--- src/rtl/mul_div_unit.sv ---
// Iterative multiply/divide unit for the RISC-V M extension.
// Uses radix-2 shift-add multiplication and restoring division, one bit per cycle,
// so every operation has the same latency. Special cases are decided when the
// request is accepted and substituted at completion.
module mul_div_unit #(
  parameter int XLEN = 32,
  parameter int CW   = $clog2(XLEN + 1)
) (
  input  logic            clk_i,
  input  logic            rst_i,
  input  logic            flush_i,
  input  logic            valid_i,
  output logic            ready_o,
  output logic            busy_o,
  input  logic [2:0]      op_i,
  input  logic [XLEN-1:0] rs1_data_i,
  input  logic [XLEN-1:0] rs2_data_i,
  input  logic [4:0]      rd_i,
  output logic            valid_o,
  output logic [XLEN-1:0] result_o,
  output logic [4:0]      rd_o
);

  typedef enum logic [1:0] {IDLE = 2'd0, CALC = 2'd1, DONE = 2'd2} state_t;

  localparam logic [2:0] OP_MULH   = 3'b001;
  localparam logic [2:0] OP_MULHSU = 3'b010;
  localparam logic [2:0] OP_DIV    = 3'b100;
  localparam logic [2:0] OP_REM    = 3'b110;

  localparam logic [CW-1:0]   LAST_CNT = CW'(XLEN - 1);
  localparam logic [XLEN-1:0] MIN_VAL  = {1'b1, {(XLEN-1){1'b0}}};
  localparam logic [XLEN-1:0] ONES_VAL = {XLEN{1'b1}};
  localparam logic [XLEN-1:0] ZERO_VAL = {XLEN{1'b0}};

  // Two's-complement negation at operand/result width.
  function automatic logic [XLEN-1:0] neg_x(input logic [XLEN-1:0] v);
    return ~v + {{(XLEN-1){1'b0}}, 1'b1};
  endfunction

  // Two's-complement negation of a full double-width product.
  function automatic logic [2*XLEN-1:0] neg_2x(input logic [2*XLEN-1:0] v);
    return ~v + {{(2*XLEN-1){1'b0}}, 1'b1};
  endfunction

  state_t            state_r, state_next_s;
  logic [CW-1:0]     cnt_r;
  logic [2:0]        op_r;
  logic [4:0]        rd_r;
  logic [XLEN-1:0]   a_r;      // multiplicand or divisor magnitude
  logic [XLEN-1:0]   hi_r;     // product high half or partial remainder
  logic [XLEN-1:0]   lo_r;     // multiplier/product low half or dividend/quotient
  logic              neg_r;    // negate product/quotient
  logic              rneg_r;   // negate remainder
  logic              special_r;
  logic [XLEN-1:0]   special_val_r;

  logic              accept_s, finish_s;
  logic              s1_s, s2_s, is_div_s, div0_s, ovf_s;
  logic [XLEN-1:0]   mag1_s, mag2_s;
  logic [XLEN:0]     mul_sum_s, div_shift_s, div_diff_s;
  logic              qbit_s;
  logic [XLEN-1:0]   step_hi_s, step_lo_s;
  logic [2*XLEN-1:0] prod_s;
  logic [XLEN-1:0]   quo_s, rem_s, result_s;

  assign ready_o = (state_r == IDLE);
  assign busy_o  = (state_r != IDLE);

  // State register.
  always_ff @(posedge clk_i) begin
    if (rst_i) begin
      state_r <= IDLE;
    end else begin
      state_r <= state_next_s;
    end
  end

  // Next-state logic plus accept/finish strobes; flush wins over a new request.
  always_comb begin
    state_next_s = state_r;
    accept_s     = 1'b0;
    finish_s     = 1'b0;
    case (state_r)
      IDLE: begin
        if (valid_i && !flush_i) begin
          accept_s     = 1'b1;
          state_next_s = CALC;
        end else begin
          state_next_s = IDLE;
        end
      end
      CALC: begin
        if (flush_i) begin
          state_next_s = IDLE;
        end else if (cnt_r == LAST_CNT) begin
          finish_s     = 1'b1;
          state_next_s = DONE;
        end else begin
          state_next_s = CALC;
        end
      end
      DONE:    state_next_s = IDLE;
      default: state_next_s = IDLE;
    endcase
  end

  // Operand signs, magnitudes and special-case detection at accept time.
  always_comb begin
    is_div_s = op_i[2];
    s1_s     = rs1_data_i[XLEN-1] && ((op_i == OP_MULH) || (op_i == OP_MULHSU) ||
                                      (op_i == OP_DIV)  || (op_i == OP_REM));
    s2_s     = rs2_data_i[XLEN-1] && ((op_i == OP_MULH) || (op_i == OP_DIV) ||
                                      (op_i == OP_REM));
    mag1_s   = s1_s ? neg_x(rs1_data_i) : rs1_data_i;
    mag2_s   = s2_s ? neg_x(rs2_data_i) : rs2_data_i;
    div0_s   = is_div_s && (rs2_data_i == ZERO_VAL);
    ovf_s    = ((op_i == OP_DIV) || (op_i == OP_REM)) &&
               (rs1_data_i == MIN_VAL) && (rs2_data_i == ONES_VAL);
  end

  // One iteration of shift-add or restoring divide, plus final sign fix-up.
  always_comb begin
    mul_sum_s   = {1'b0, hi_r} + (lo_r[0] ? {1'b0, a_r} : {(XLEN+1){1'b0}});
    div_shift_s = {hi_r, lo_r[XLEN-1]};
    div_diff_s  = div_shift_s - {1'b0, a_r};
    qbit_s      = ~div_diff_s[XLEN];
    if (op_r[2]) begin
      step_hi_s = qbit_s ? div_diff_s[XLEN-1:0] : div_shift_s[XLEN-1:0];
      step_lo_s = {lo_r[XLEN-2:0], qbit_s};
    end else begin
      step_hi_s = mul_sum_s[XLEN:1];
      step_lo_s = {mul_sum_s[0], lo_r[XLEN-1:1]};
    end
    prod_s = neg_r ? neg_2x({step_hi_s, step_lo_s}) : {step_hi_s, step_lo_s};
    quo_s  = neg_r ? neg_x(step_lo_s) : step_lo_s;
    rem_s  = rneg_r ? neg_x(step_hi_s) : step_hi_s;
    if (special_r) begin
      result_s = special_val_r;
    end else if (op_r[2]) begin
      result_s = op_r[1] ? rem_s : quo_s;
    end else if (op_r[1:0] == 2'b00) begin
      result_s = prod_s[XLEN-1:0];
    end else begin
      result_s = prod_s[2*XLEN-1:XLEN];
    end
  end

  // Datapath registers and registered result outputs.
  always_ff @(posedge clk_i) begin
    if (rst_i) begin
      cnt_r         <= {CW{1'b0}};
      op_r          <= 3'b000;
      rd_r          <= 5'd0;
      a_r           <= ZERO_VAL;
      hi_r          <= ZERO_VAL;
      lo_r          <= ZERO_VAL;
      neg_r         <= 1'b0;
      rneg_r        <= 1'b0;
      special_r     <= 1'b0;
      special_val_r <= ZERO_VAL;
      valid_o       <= 1'b0;
      result_o      <= ZERO_VAL;
      rd_o          <= 5'd0;
    end else begin
      valid_o <= finish_s;
      if (finish_s) begin
        result_o <= result_s;
        rd_o     <= rd_r;
      end
      if (accept_s) begin
        cnt_r     <= {CW{1'b0}};
        op_r      <= op_i;
        rd_r      <= rd_i;
        a_r       <= is_div_s ? mag2_s : mag1_s;
        lo_r      <= is_div_s ? mag1_s : mag2_s;
        hi_r      <= ZERO_VAL;
        neg_r     <= s1_s ^ s2_s;
        rneg_r    <= s1_s;
        special_r <= div0_s || ovf_s;
        if (div0_s) begin
          special_val_r <= op_i[1] ? rs1_data_i : ONES_VAL;
        end else begin
          special_val_r <= op_i[1] ? ZERO_VAL : MIN_VAL;
        end
      end else if (state_r == CALC) begin
        cnt_r <= cnt_r + CW'(1);
        hi_r  <= step_hi_s;
        lo_r  <= step_lo_s;
      end
    end
  end

endmodule

--- config.mk ---
export PLATFORM = sky130hd
export DESIGN_NAME = mul_div_unit
export DESIGN_NICKNAME = d
export VERILOG_FILES = /design/src/rtl/mul_div_unit.sv
export SDC_FILE = /design/constraint.sdc
export NUM_CORES = 1
export LEC_CHECK = 0
export CORE_UTILIZATION = 50
export CTS_CLUSTER_SIZE = 25
export DETAILED_ROUTE_END_ITERATION = 10
export GPL_TIMING_DRIVEN = 0
export PLACE_DENSITY_LB_ADDON = 0.3
export SETUP_SLACK_MARGIN = 0.3
export SYNTH_ARGS = -nofsm -noshare
export SYNTH_HDL_FRONTEND = slang
export SYNTH_SLANG_ARGS = --single-unit
--- constraint.sdc ---
create_clock -name clk_i -period 7.15 [get_ports clk_i]
set_input_delay 2.145 -clock clk_i [delete_from_list [all_inputs] [get_ports clk_i]]
set_output_delay 2.145 -clock clk_i [all_outputs]
set_load 0.02 [all_outputs]
==> reports/qor.yml <==
run_status:
  status: "completed"
finish:
  syn2layout_area_growth_pct: 13.68
  layout-drive-gt1-share_pct: 4.527
  layout_commonest_cell: "nand2_1"
  final_cell_mix: "nand2_1 (383), a21oi_1 (245), nor2_1 (223), dfxtp_1 (173), o21ai_0 (166)"
  seq_area_sq_um: 3719
  fillers: 3383
  multi_input_area_sq_um: 13250
  final_area_sq_um: 20350
  final_core_util_pct: 58.34
  fin_nets: 2874
clock_network:
  clock-sinks: 185
  root_buffer: "clkbuf_16"
  clockBufferDepth: 2
  cts-htree-levels: 4
  clk_pin_slew_ps: 90
  hold_buffers: 0
  cts_tree: "yes"
  numCtsBuffers: 17
  insertion_delay_ps: 480
drt:
  ant_nets: 0
  wl_um: 89880
  drt-wirelength-per-cell_um: 28.13
  drt_iter0_drc: 3054
  drc: 0
  first_pass_iters: 9
  routed_via_density: 6.915
  vias: 22090
place:
  dp_hpwl_um: 72460
  io_buffers: 114
  gp_congestion: 1.122
  placed_cell_area_sq_um: 19640
  place_ws_ps: -857.8
sta:
  rsz0062_at_grt: "false"
  period_needed_ps: 6679
  relSlewSlack_pct: 11.13
  layout_setup_ws_ps: 471.0
  slew_violations: 0
  skew_ps: 19.54
  fin_crit_sh_pct: 93.41
  hold_viol_final: 0
  setup_viol: 0
  tightest_slew_ps: 1319
  setup_tns_ps: 0
  fmax_mhz: 149.7
logic_synthesis:
  synth_area_per_cell_sq_um: 6.920
  synth_edf_count: 0
  synth_nets: 2735
  synthTopCellsByArea: "dfxtp_1 (21%), nand2_1 (8.0%), a21oi_1 (6.9%), xnor2_1 (5.1%), ha_1 (4.9%)"
  ys_types: 91
  seq_area_frac_synth_pct: 20.69
  synth_cells: 2587
  async_flop_share_pct: 0
  synth_top_area_share_pct: 20.69
  synth_ff_type: "dfxtp_1"
  synth_seq_cells: 185
  yosys_warnings: 0
  yosysTopAreaCell: "dfxtp_1"
  synth_area_sq_um: 17900
grt:
  grt_pass1_wl_um: 129400
  grt.overflow.total: 0
  grt_antenna_before_repair: 2
  grt_max_degree: 19
  grt_usage_pct: 48.32
  grt_pass1_vias: 20210
critical_path:
  rrSetupSlack_ps: 470
  start_kind: "flop"
  worstPathArrival_ps: 7010
  critical_path_required_ps: 7480
  crit_fanout: 10
  crit_path_end_kind: "flop"
  critPathKind: "flop to flop"
power:
  power.total_mw: 3.518
  power_density_nw_per_um2: 172.9
  vdd_ir_drop_max_mv: 0.2087
  leakage_nw: 7.619
floorplanning:
  dieWidth_um: 191.2
  rows: 68
  core_area_sq_um: 34880
  boundaryPins: 116
  start_util_pct: 51.32
  die_area_sq_um: 36560
  die_height_um: 191.2
min_path:
  hold_path_class: "flop to flop"
job:
  maxCapViolations: 0
==> through the flow <==
stage / cells / hold slack, ps
after floorplan: 2587 / 417.3
after global placement: 3156 / 427.6
after detailed placement: 3158 / 437.9
after CTS: 3191 / 449.9
after global routing: 3194 / 463.4
final: 3195 / 445.9
==> flip-flops by register name, summed over array words and instances, names as in the netlist <==
register and flops:
a_r 32, cnt_r 6, hi_r 32, lo_r 32, neg_r 1, op_r 3
rd_o 5, rd_r 5, result_o 32, rneg_r 1, special_r 1, special_val_r 32
state_r 2, valid_o 1
==> worst paths after layout <==
path / from / endpoint / cells past startpoint
min reg2reg: result_o[6] / result_o[6] / 2
max reg2reg: op_r[2] / result_o[30] / 19
min: result_o[6] / result_o[6] / 2
max: op_r[2] / result_o[30] / 19
==> synthesized netlist by cell type (27+ instances only) <==
library cell	count
o31ai_1	27
a211oi_1	50
ha_1	70
nor2_1	224
a21oi_1	246
xor2_1	81
nand2_1	383
and2_1	46
a21o_1	32
nand4_1	32
xnor2_1	105
mux2i_1	44
nor2b_1	37
inv_1	83
clkbuf_1	148
o21ai_0	169
dfxtp_1	185
nand3_1	56
o211ai_1	83
nor3_1	77
==> routing by layer <==
| layer | track usage, % | share of wire, % | wire (um) | vias up |
|---|---|---|---|---|
| met3 | 16.67 | 14 | 12870 | 388 |
| met4 | 27.59 | 6.8 | 6150 | 2 |
| met1 | 60.57 | 38 | 33980 | 10360 |
| met2 | 71.53 | 41 | 36830 | 1691 |
| met5 | 0 | 0.052 | 47 | - |
| li1 | - | - | - | 9649 |
==> timing repair <==
action                     CTS  global route
resized for setup           11            26
setup endpoints to repair   16            15
pin swaps                    1             1
buffers inserted             1             2
==> critical path, stage by stage, from the launching register on <==
cell,delay (ps)
dfxtp_1,390
buf_2,300
buf_2,390
buf_2,420
buf_1,590
buf_1,430
clkbuf_2,370
clkbuf_2,410
clkbuf_2,480
a21oi_1,290
inv_1,120
ha_1,260
o311ai_1,120
buf_2,220
nor4_4,460
nand2_1,230
nor3_1,350
mux2_2,380
o21ai_0,130
o21ai_0,130
==> cell families after synthesis <==
logic type | count (synthesis) | share of synthesized area, %
simple gates | 1006 | 26.50
compound gates | 827 | 30.22
buf+inv | 263 | 5.662
xor+xnor | 186 | 9.100
flops | 185 | 20.69
fa+ha+maj | 72 | 5.116
mux | 48 | 2.712
==> power breakdown <==
part           total, mW  leakage (nW)  switching [mW]  internal, mW
clock network       1.01         0.295           0.503         0.506
logic               1.38          5.82           0.944         0.435
registers           1.13          1.51          0.0642          1.07
total               3.52          7.62            1.51          2.01
==> final cells by class <==
class / instances / share of cell area, %
multi-input combinational: 2139 / 65.13
sequential: 185 / 18.27
timing repair buffer: 120 / 5.823
buffer: 179 / 3.468
tap: 455 / 2.798
clock buffer: 18 / 2.158
inverter: 84 / 1.549
clock inverter: 14 / 0.7870
antenna: 1 / 0.01230
Note: power is estimated with default switching activity, not from simulation.
